==> src/rtl/bod_pkg.sv <==
// ---------------------------------------------------------------------------
// bod_pkg
// Shared definitions for the brownout threshold detector: the per-channel
// level FSM state encoding, the debounce counter width, and a helper that
// decodes which states present an asserted flag.
// ---------------------------------------------------------------------------
package bod_pkg;

  // Debounce counter width; large enough for a debounce count of 255.
  localparam int BOD_CNT_W = 8;

  typedef enum logic [1:0] {
    CLEAR,
    PEND_SET,
    SET,
    PEND_CLR
  } bod_state_t;

  // The flag stays up while a release is still being debounced.
  function automatic logic is_flag_state(input bod_state_t s);
    return (s == SET) || (s == PEND_CLR);
  endfunction

endpackage

==> src/rtl/bod_level_fsm.sv <==
// ---------------------------------------------------------------------------
// bod_level_fsm
// One threshold channel of the brownout detector. Trips when the sample
// falls below 'th', releases when the sample climbs to 'th + hyst' or above,
// and requires DEBOUNCE consecutive valid samples in either direction before
// the flag changes. Samples between the two levels are neutral: they hold the
// state and discard any partial debounce count.
//
// Ports:
//   clk    - rising-edge clock
//   rst    - synchronous active-high reset
//   valid  - sample strobe; state advances only when high
//   sample - unsigned supply sample
//   th     - trip threshold (trip when sample < th)
//   hyst   - hysteresis added to th to form the release level
//   flag   - registered channel flag (high in SET and PEND_CLR)
// ---------------------------------------------------------------------------
module bod_level_fsm #(
  parameter int DATA_W   = 20,
  parameter int DEBOUNCE = 4
) (
  input  logic              clk,
  input  logic              rst,
  input  logic              valid,
  input  logic [DATA_W-1:0] sample,
  input  logic [DATA_W-1:0] th,
  input  logic [DATA_W-1:0] hyst,
  output logic              flag
);

  import bod_pkg::*;

  localparam logic [BOD_CNT_W-1:0] DEB_C = BOD_CNT_W'(DEBOUNCE);

  bod_state_t           state_q, state_d;
  logic [BOD_CNT_W-1:0] cnt_q, cnt_d;
  logic                 flag_q, flag_d;

  logic                 trip;
  logic                 release_hit;
  logic [DATA_W:0]      release_level;
  logic [BOD_CNT_W-1:0] cnt_inc;

  // Release level is formed one bit wider so a sum past the sample range
  // makes release unreachable instead of wrapping to a small value.
  always_comb begin
    release_level = {1'b0, th} + {1'b0, hyst};
    trip          = (sample < th);
    release_hit   = ({1'b0, sample} >= release_level);
    cnt_inc       = cnt_q + 1'b1;
  end

  // Next-state logic; the flag is registered from the next state so it
  // changes on the same edge that consumes the decisive sample.
  always_comb begin
    state_d = state_q;
    cnt_d   = cnt_q;
    if (valid) begin
      unique case (state_q)
        CLEAR: begin
          if (trip) begin
            if (DEB_C == 1) begin
              state_d = SET;
              cnt_d   = '0;
            end else begin
              state_d = PEND_SET;
              cnt_d   = BOD_CNT_W'(1);
            end
          end
        end
        PEND_SET: begin
          if (trip) begin
            if (cnt_inc == DEB_C) begin
              state_d = SET;
              cnt_d   = '0;
            end else begin
              cnt_d = cnt_inc;
            end
          end else begin
            state_d = CLEAR;
            cnt_d   = '0;
          end
        end
        SET: begin
          if (release_hit) begin
            if (DEB_C == 1) begin
              state_d = CLEAR;
              cnt_d   = '0;
            end else begin
              state_d = PEND_CLR;
              cnt_d   = BOD_CNT_W'(1);
            end
          end
        end
        PEND_CLR: begin
          if (release_hit) begin
            if (cnt_inc == DEB_C) begin
              state_d = CLEAR;
              cnt_d   = '0;
            end else begin
              cnt_d = cnt_inc;
            end
          end else begin
            state_d = SET;
            cnt_d   = '0;
          end
        end
        default: begin
          state_d = CLEAR;
          cnt_d   = '0;
        end
      endcase
    end
    flag_d = is_flag_state(state_d);
  end

  always_ff @(posedge clk) begin
    if (rst) begin
      state_q <= CLEAR;
      cnt_q   <= '0;
      flag_q  <= 1'b0;
    end else begin
      state_q <= state_d;
      cnt_q   <= cnt_d;
      flag_q  <= flag_d;
    end
  end

  assign flag = flag_q;

endmodule

==> src/rtl/bod_threshold_detector.sv <==
// ---------------------------------------------------------------------------
// bod_threshold_detector
// Brownout detection front end. Runs a warning and a critical level channel
// over each ADC sample and forwards a registered copy of the sample, with a
// matching strobe, to the downstream rate-of-fall stage.
//
// Ports:
//   clk, rst      - clock and synchronous active-high reset
//   adc_valid     - one-cycle strobe qualifying adc_in
//   adc_in        - unsigned supply sample
//   warn_th       - warning trip threshold
//   crit_th       - critical trip threshold
//   hyst          - release hysteresis for both channels
//   BOD_out1      - warning flag (also set whenever critical is set)
//   BOD_out2      - critical flag
//   adc_out       - last valid sample, held between strobes
//   sample_strobe - adc_valid delayed one cycle, aligned with outputs
// ---------------------------------------------------------------------------
module bod_threshold_detector #(
  parameter int DATA_W   = 20,
  parameter int DEBOUNCE = 4
) (
  input  logic              clk,
  input  logic              rst,
  input  logic              adc_valid,
  input  logic [DATA_W-1:0] adc_in,
  input  logic [DATA_W-1:0] warn_th,
  input  logic [DATA_W-1:0] crit_th,
  input  logic [DATA_W-1:0] hyst,
  output logic              BOD_out1,
  output logic              BOD_out2,
  output logic [DATA_W-1:0] adc_out,
  output logic              sample_strobe
);

  import bod_pkg::*;

  logic              warn_flag;
  logic              crit_flag;
  logic [DATA_W-1:0] adc_out_q, adc_out_d;
  logic              strobe_q, strobe_d;

  bod_level_fsm #(
    .DATA_W  (DATA_W),
    .DEBOUNCE(DEBOUNCE)
  ) u_warn (
    .clk   (clk),
    .rst   (rst),
    .valid (adc_valid),
    .sample(adc_in),
    .th    (warn_th),
    .hyst  (hyst),
    .flag  (warn_flag)
  );

  bod_level_fsm #(
    .DATA_W  (DATA_W),
    .DEBOUNCE(DEBOUNCE)
  ) u_crit (
    .clk   (clk),
    .rst   (rst),
    .valid (adc_valid),
    .sample(adc_in),
    .th    (crit_th),
    .hyst  (hyst),
    .flag  (crit_flag)
  );

  // Sample forwarding: capture on every strobe, hold otherwise.
  always_comb begin
    adc_out_d = adc_out_q;
    strobe_d  = adc_valid;
    if (adc_valid) begin
      adc_out_d = adc_in;
    end
  end

  always_ff @(posedge clk) begin
    if (rst) begin
      adc_out_q <= '0;
      strobe_q  <= 1'b0;
    end else begin
      adc_out_q <= adc_out_d;
      strobe_q  <= strobe_d;
    end
  end

  // Critical must always imply warning, even if crit_th is set above warn_th.
  assign BOD_out1      = warn_flag | crit_flag;
  assign BOD_out2      = crit_flag;
  assign adc_out       = adc_out_q;
  assign sample_strobe = strobe_q;

endmodule

==> config.mk <==
export PLATFORM = sky130hd
export DESIGN_NAME = bod_threshold_detector
export DESIGN_NICKNAME = d
export VERILOG_FILES = /design/src/rtl/bod_pkg.sv /design/src/rtl/bod_level_fsm.sv /design/src/rtl/bod_threshold_detector.sv
export SDC_FILE = /design/constraint.sdc
export NUM_CORES = 1
export LEC_CHECK = 0
export CAP_MARGIN = 20
export CORE_UTILIZATION = 40
export CTS_CLUSTER_DIAMETER = 40
export DETAILED_ROUTE_END_ITERATION = 8
export GPL_TIMING_DRIVEN = 0
export PLACE_DENSITY = 0.7
export SLEW_MARGIN = 40
export SYNTH_ARGS = -nofsm -noshare
export SYNTH_HDL_FRONTEND = slang
export SYNTH_SLANG_ARGS = --single-unit
==> constraint.sdc <==
create_clock -name clk -period 5.8 [get_ports clk]
set_input_delay 0.87 -clock clk [delete_from_list [all_inputs] [get_ports clk]]
set_output_delay 0.87 -clock clk [all_outputs]
set_load 0.02 [all_outputs]
==> flow_summary.toml <==
[logic_synthesis]
synthTopCellsByArea = "ha_1 28%, dfxtp_1 16%, a21oi_1 5.1%"
synth_top_area_share_pct = 27.66
yosysSeqAreaShare_pct = 15.60
yosys.cell_types.count = 69
yosys_warnings = 0
ys_ff_latch = 43
synth.largest_area_cell = "ha_1"
synthArstFlopShare_pct = 0
synth_commonest_cells = "122 x ha_1, 62 x nor2_1, 61 x inv_1"
avgSynthCellArea_um2 = 8.128
synth.net_count = 886
synth_area_um2 = 5519
synth_edf_count = 0
synthFlopType = "dfxtp_1"
yosys.cell_count.top_type = "ha_1"
postSynthCellCount = 679

[finish]
num_antenna_cells = 0
layout.cells.non_filler = 967
area_growth_pct = 25.48
fillers = 1350
layout.nets = 997
fin_util_pct = 51.88
drive_gt1_share_pct = 2.655

[clocking]
cts.repair.resized = 0
cts.hold.buffers_added = 0
cts_tree = "built"
cts_buffers = 5
htree_num_levels = 2
clock_sinks = 43
root_buffer = "clkbuf_16"
cts_buffer_depth = 2
insertion_delay_ps = 280
post-cts-setup-buffers = 0
clkTransAtPathRegs_ps = 60

[setup_path]
path_cells = "clkdlybuf4s50_1 > ha_1 > inv_1 > fa_1 > nor2b_1 > o31a_1 > o221ai_1 > a21boi_1 > a21o_1 > a21oi_1 > xor2_1 > ha_1 > nor3_1 > or4b_4 > nor4b_4 > o311ai_1 > a22oi_2 > o21ai_2 > or3_1 > o221ai_1"
end_kind = "register"
r2r_cells = 7
path_buf_inv = 2
r2r_setup_slack_ps = 3180
worstPathArrival_ps = 5570
r2r_end = "u_crit.cnt_q[2]$_SDFFE_PP0P_"
crit_required_ps = 6010
cp_max_fo = 7
path_class = "in -> reg"
r2r_start = "u_crit.cnt_q[0]$_SDFFE_PP0P_"
crit_path_start_kind = "primary input"
max_stage_delay_ps = 510
cp_top_family = "compound AO/OA/AOI/OAI gates"
slowest_stage = "or4b_4"

[placed_design]
dp.cells = 959
place_ws_ps = 130.2
routabilityCongestion = 0.8899
io_buffers = 104
dp_hpwl_um = 12380

[routing]
wl_per_cell_um = 14.95
vias_per_cell = 5.406
routed_wl_um = 14460
drt_drc_violations_left = 0
drt_iter0_drc = 282
first_pass_iters = 5
drtAntennaViolNets = 0
routed-via-count = 5228

[global_route]
overflow = 0
grt_pass1_vias = 4879
antenna_found_initial = 0
track_usage_pct = 20.71
grt_start_max_net_pins = 15
grt_pass1_wl_um = 23820

[sta]
hold_violations = 0
rsz0062_at_grt = "no"
setup_viol = 0
layout_setup_ws_ps = 432.5
period_share_pct = 92.54
maxSlewHeadroom_pct = 51.74
post-route-min-period_ps = 5367
final.setup.tns_ps = 0
tightestPinTransition_ps = 723.9
max_freq_mhz = 186.3
maxSlewViolCount = 0
fin_worst_skew_ps = 4.543

[floorplanning]
die_area_um2 = 14270
rows = 42
die_h_um = 119.5
start_util_pct = 41.35
io_pins = 106
dieWidth_um = 119.5
core_area_um2 = 13350

[min_path]
min_from = "adc_out[18]$_SDFFE_PP0P_"
min_path_type = "reg -> reg"
min_path_cells = 2
min_to = "adc_out[18]$_SDFFE_PP0P_"

[run]
max-cap-violations = 0

[pwr]
power_w = 0.001151
leakage_nw = 3.203
power_density_nw_per_um2 = 166.2
irDropWorstVdd_mv = 0.09907

[status]
status = "finished, final reports clean"
layout make-up:
| cell class | count | area [µm²] | area share [%] |
|---|---|---|---|
| repair buffers | 104 | 1041 | 15.03 |
| well taps | 176 | 220.2 | 3.180 |
| clock buffers | 5 | 125.1 | 1.807 |
| inverters | 62 | 232.7 | 3.360 |
| plain buffers | 7 | 26.28 | 0.3794 |
| multi-input cells | 567 | 4399 | 63.52 |
| clock inverters | 3 | 20.02 | 0.2891 |
| flip-flops and latches | 43 | 860.8 | 12.43 |
tightest hold or removal path: stages, from the launching register on:
cell and delay (ps):
dfxtp_1 320, mux2i_1 60, nor2_1 70
stage by stage:
stage | cell area [µm²] | hold WS (ps)
floorplan | 5519 | 460.7
global placement | 6780 | 471.1
detailed placement | 6780 | 479.1
CTS | 6925 | 500.9
global route | 6925 | 510.1
finish | 6925 | 494.3
cell families after synthesis:
group | count (synthesis) | share of synthesized area [%]
compound gates | 190 | 23.35
flops | 43 | 15.60
fa+ha+maj | 124 | 28.38
mux | 20 | 3.627
xor+xnor | 40 | 6.348
simple gates | 193 | 18.00
buf+inv | 69 | 4.693
power breakdown:
part           total [W]  internal, W  switching (W)  leakage (nW)
clock network   0.000278     0.000159       0.000119        0.0658
logic           0.000555     0.000263       0.000292          2.78
registers       0.000319     0.000307      0.0000116         0.352
metal layers:
metal | track usage (%) | wire length [µm]
met4 | 4.063 | 139
met2 | 34.25 | 6548
met1 | 29.21 | 7253
met5 | 0 | 0
met3 | 1.772 | 513
worst max-delay path by stage:
stage	from	to	depth (start not counted)
6_report	warn_th[0]	u_warn.cnt_q[5]$_SDFFE_PP0P_	20
2_1_floorplan	warn_th[0]	u_warn.cnt_q[4]$_SDFFE_PP0P_	19
5_1_grt	hyst[0]	u_crit.cnt_q[4]$_SDFFE_PP0P_	20
3_3_place_gp	warn_th[0]	u_warn.cnt_q[5]$_SDFFE_PP0P_	20
4_1_cts	warn_th[0]	u_warn.cnt_q[5]$_SDFFE_PP0P_	20
3_5_place_dp	warn_th[0]	u_warn.cnt_q[5]$_SDFFE_PP0P_	20
state kept, by name, summed over array words and instances, names as in the netlist:
signal          count
u_warn.flag         1
u_crit.state_q      2
u_crit.cnt_q        8
u_warn.cnt_q        8
u_warn.state_q      2
sample_strobe       1
u_crit.flag         1
adc_out            20
cells in the final DEF (no fill, tap or decap), types with 13 or more instances in the layout:
master           instances
dfxtp_1                 43
o21ai_0                 25
nor3_1                  13
xnor2_1                 21
a21o_1                  27
mux2i_1                 20
a21oi_1                 56
nand2_1                 39
clkdlybuf4s50_1        104
inv_1                   61
nand3_1                 14
xor2_1                  19
ha_1                   122
nor2_1                  62
Power figures use the tool's default switching activity.
==> RTL change (same settings) <==
The output `sample_strobe` loses its register stage (`strobe_q` becomes a continuous assignment).
--- a/src/rtl/bod_threshold_detector.sv
+++ b/src/rtl/bod_threshold_detector.sv
@@ -78,12 +78,12 @@
   always_ff @(posedge clk) begin
     if (rst) begin
       adc_out_q <= '0;
-      strobe_q  <= 1'b0;
     end else begin
       adc_out_q <= adc_out_d;
-      strobe_q  <= strobe_d;
     end
   end
+
+  assign strobe_q = strobe_d;
 
   // Critical must always imply warning, even if crit_th is set above warn_th.
   assign BOD_out1      = warn_flag | crit_flag;
Function: changed (Yosys sat finds a counterexample within 4 cycles, from zero or initial values and one cycle with rst high).
==> RTL change against the original RTL <==
Sequential cell count is 1 lower. Total power is 0.26% higher. Combinational power is 3% higher. Register-to-register slack better by 280 ps. Area after synthesis is 3.9% higher. Setup slack worse by 160 ps. Wire length is 8.6% higher. Worst hold slack better by 2.3 ps. Critical path depth is 2 higher. Design area is 3.1% higher. Critical path type unchanged. Critical endpoint is now u_crit.cnt_q[2]. Highest routed layer unchanged.
==> RTL change: results (changes against the original RTL) <==
| Metric | Value |
|---|---|
| Run status | `finished, final reports clean` |
| Nets | `1025 (+2.8%)` |
| Met3 wire length | `816 um (+59%)` |
| Non-clk bufs | `118 (+6.3%)` |
| Multi-input comb cells | `593 (+4.6%)` |
| Met1 wire length | `7420 um (+2.3%)` |
| Worst r2r dst | `u_crit.flag` |
| DR WL met2 | `7230 um (+10%)` |
| CP max FO | `10 (+3)` |
| Worst reg2reg startpoint | `u_crit.cnt_q[2]` |
| Hold slack | `497 ps (+2.33 ps)` |
| Worst setup path endpoint | `u_crit.cnt_q[2]` |
| Worst Hold Launch | `adc_out[16]` |
| Number of global-route vias before repair | `5098 (+4.5%)` |
| Synth Area in XOR/XNOR | `5.34% (-1.0 points)` |
| CLK BUF | `6 (+1)` |
| Switch Pwr | `0.420 mW (-0.60%)` |
| Clock network share of area | `1.94% (-0.15 points)` |
| Slowest CP cell | `clkdlybuf4s50_1` |
| First-pass GRT wire length | `25100 um (+5.5%)` |
| Nonclk inv count | `58 (-6.5%)` |
| Routability Congestion | `0.863 (-3.0%)` |
| Share of layout cells above drive strength 1 | `4.04% (+1.4 points)` |
| DR iter-0 viols | `290 (+2.8%)` |
| Crit path DAT | `5710 ps (+140 ps)` |
| Filler Cell Count | `1344 (-0.44%)` |
| Num sequential | `42 (-2.3%)` |
| Multi-input combinational area share | `64.6% (+1.1 points)` |
| Non-clock buffers, area share | `15.5% (+0.044 points)` |
| Compound-Gate Fraction of Synth Area | `25.2% (+1.8 points)` |
| DP Area | `7000 um^2 (+3.3%)` |
| Largest net degree at the start of global routing | `12 (-3)` |
| Adder-Cell Fraction of Synth Area | `27.3% (-1.1 points)` |
| Pleak | `3.29 nW (+2.6%)` |
| Routed WL per cell | `15.7 um (+5.3%)` |
| Post-Syn Nets | `914 (+3.2%)` |
| Library cells used by synthesis | `74 (+7.2%)` |
| CP startpoint | `hyst[0]` |
| Slew headroom | `46.2% (-5.6 points)` |
| Reg2Reg Setup Slack | `3460 ps (+280 ps)` |
| Worst hold endpoint | `adc_out[16]` |
| Detail-routed via count per cell | `5.57 (+3.1%)` |
| GR Util All Layers | `21.4% (+0.67 points)` |
| Seq/total area | `11.8% (-0.65 points)` |
| Post-synthesis mux area share | `3.84% (+0.21 points)` |
==> RTL change: power by group through the flow <==
| stage | registers (mW) | logic, mW | clock network (mW) |
|---|---|---|---|
| finish | 0.309 | 0.570 | 0.275 |
| global route | 0.310 | 0.640 | 0.295 |
| floorplan | 0.323 | 0.367 | 0 |
| CTS | 0.309 | 0.569 | 0.281 |
| detailed placement | 0.315 | 0.564 | 0 |
| global placement | 0.315 | 0.557 | 0 |
==> RTL change: metal layers <==
metal  up-vias  track usage, %
met4         0            4.32
met5         -               0
met3        17            2.76
met2       161            35.1
met1      2526            29.7
li1       2853               -
==> RTL change: per-stage QoR <==
| stage | std cells | util [%] | worst slack (ps) |
|---|---|---|---|
| floorplan | 707 | - | 1350 |
| global placement | 991 | 50.2 | 45.0 |
| detailed placement | 991 | 50.2 | 40.1 |
| CTS | 997 | 51.2 | 323 |
| global route | 997 | 51.2 | 49.3 |
| finish | 997 | 51.2 | 271 |
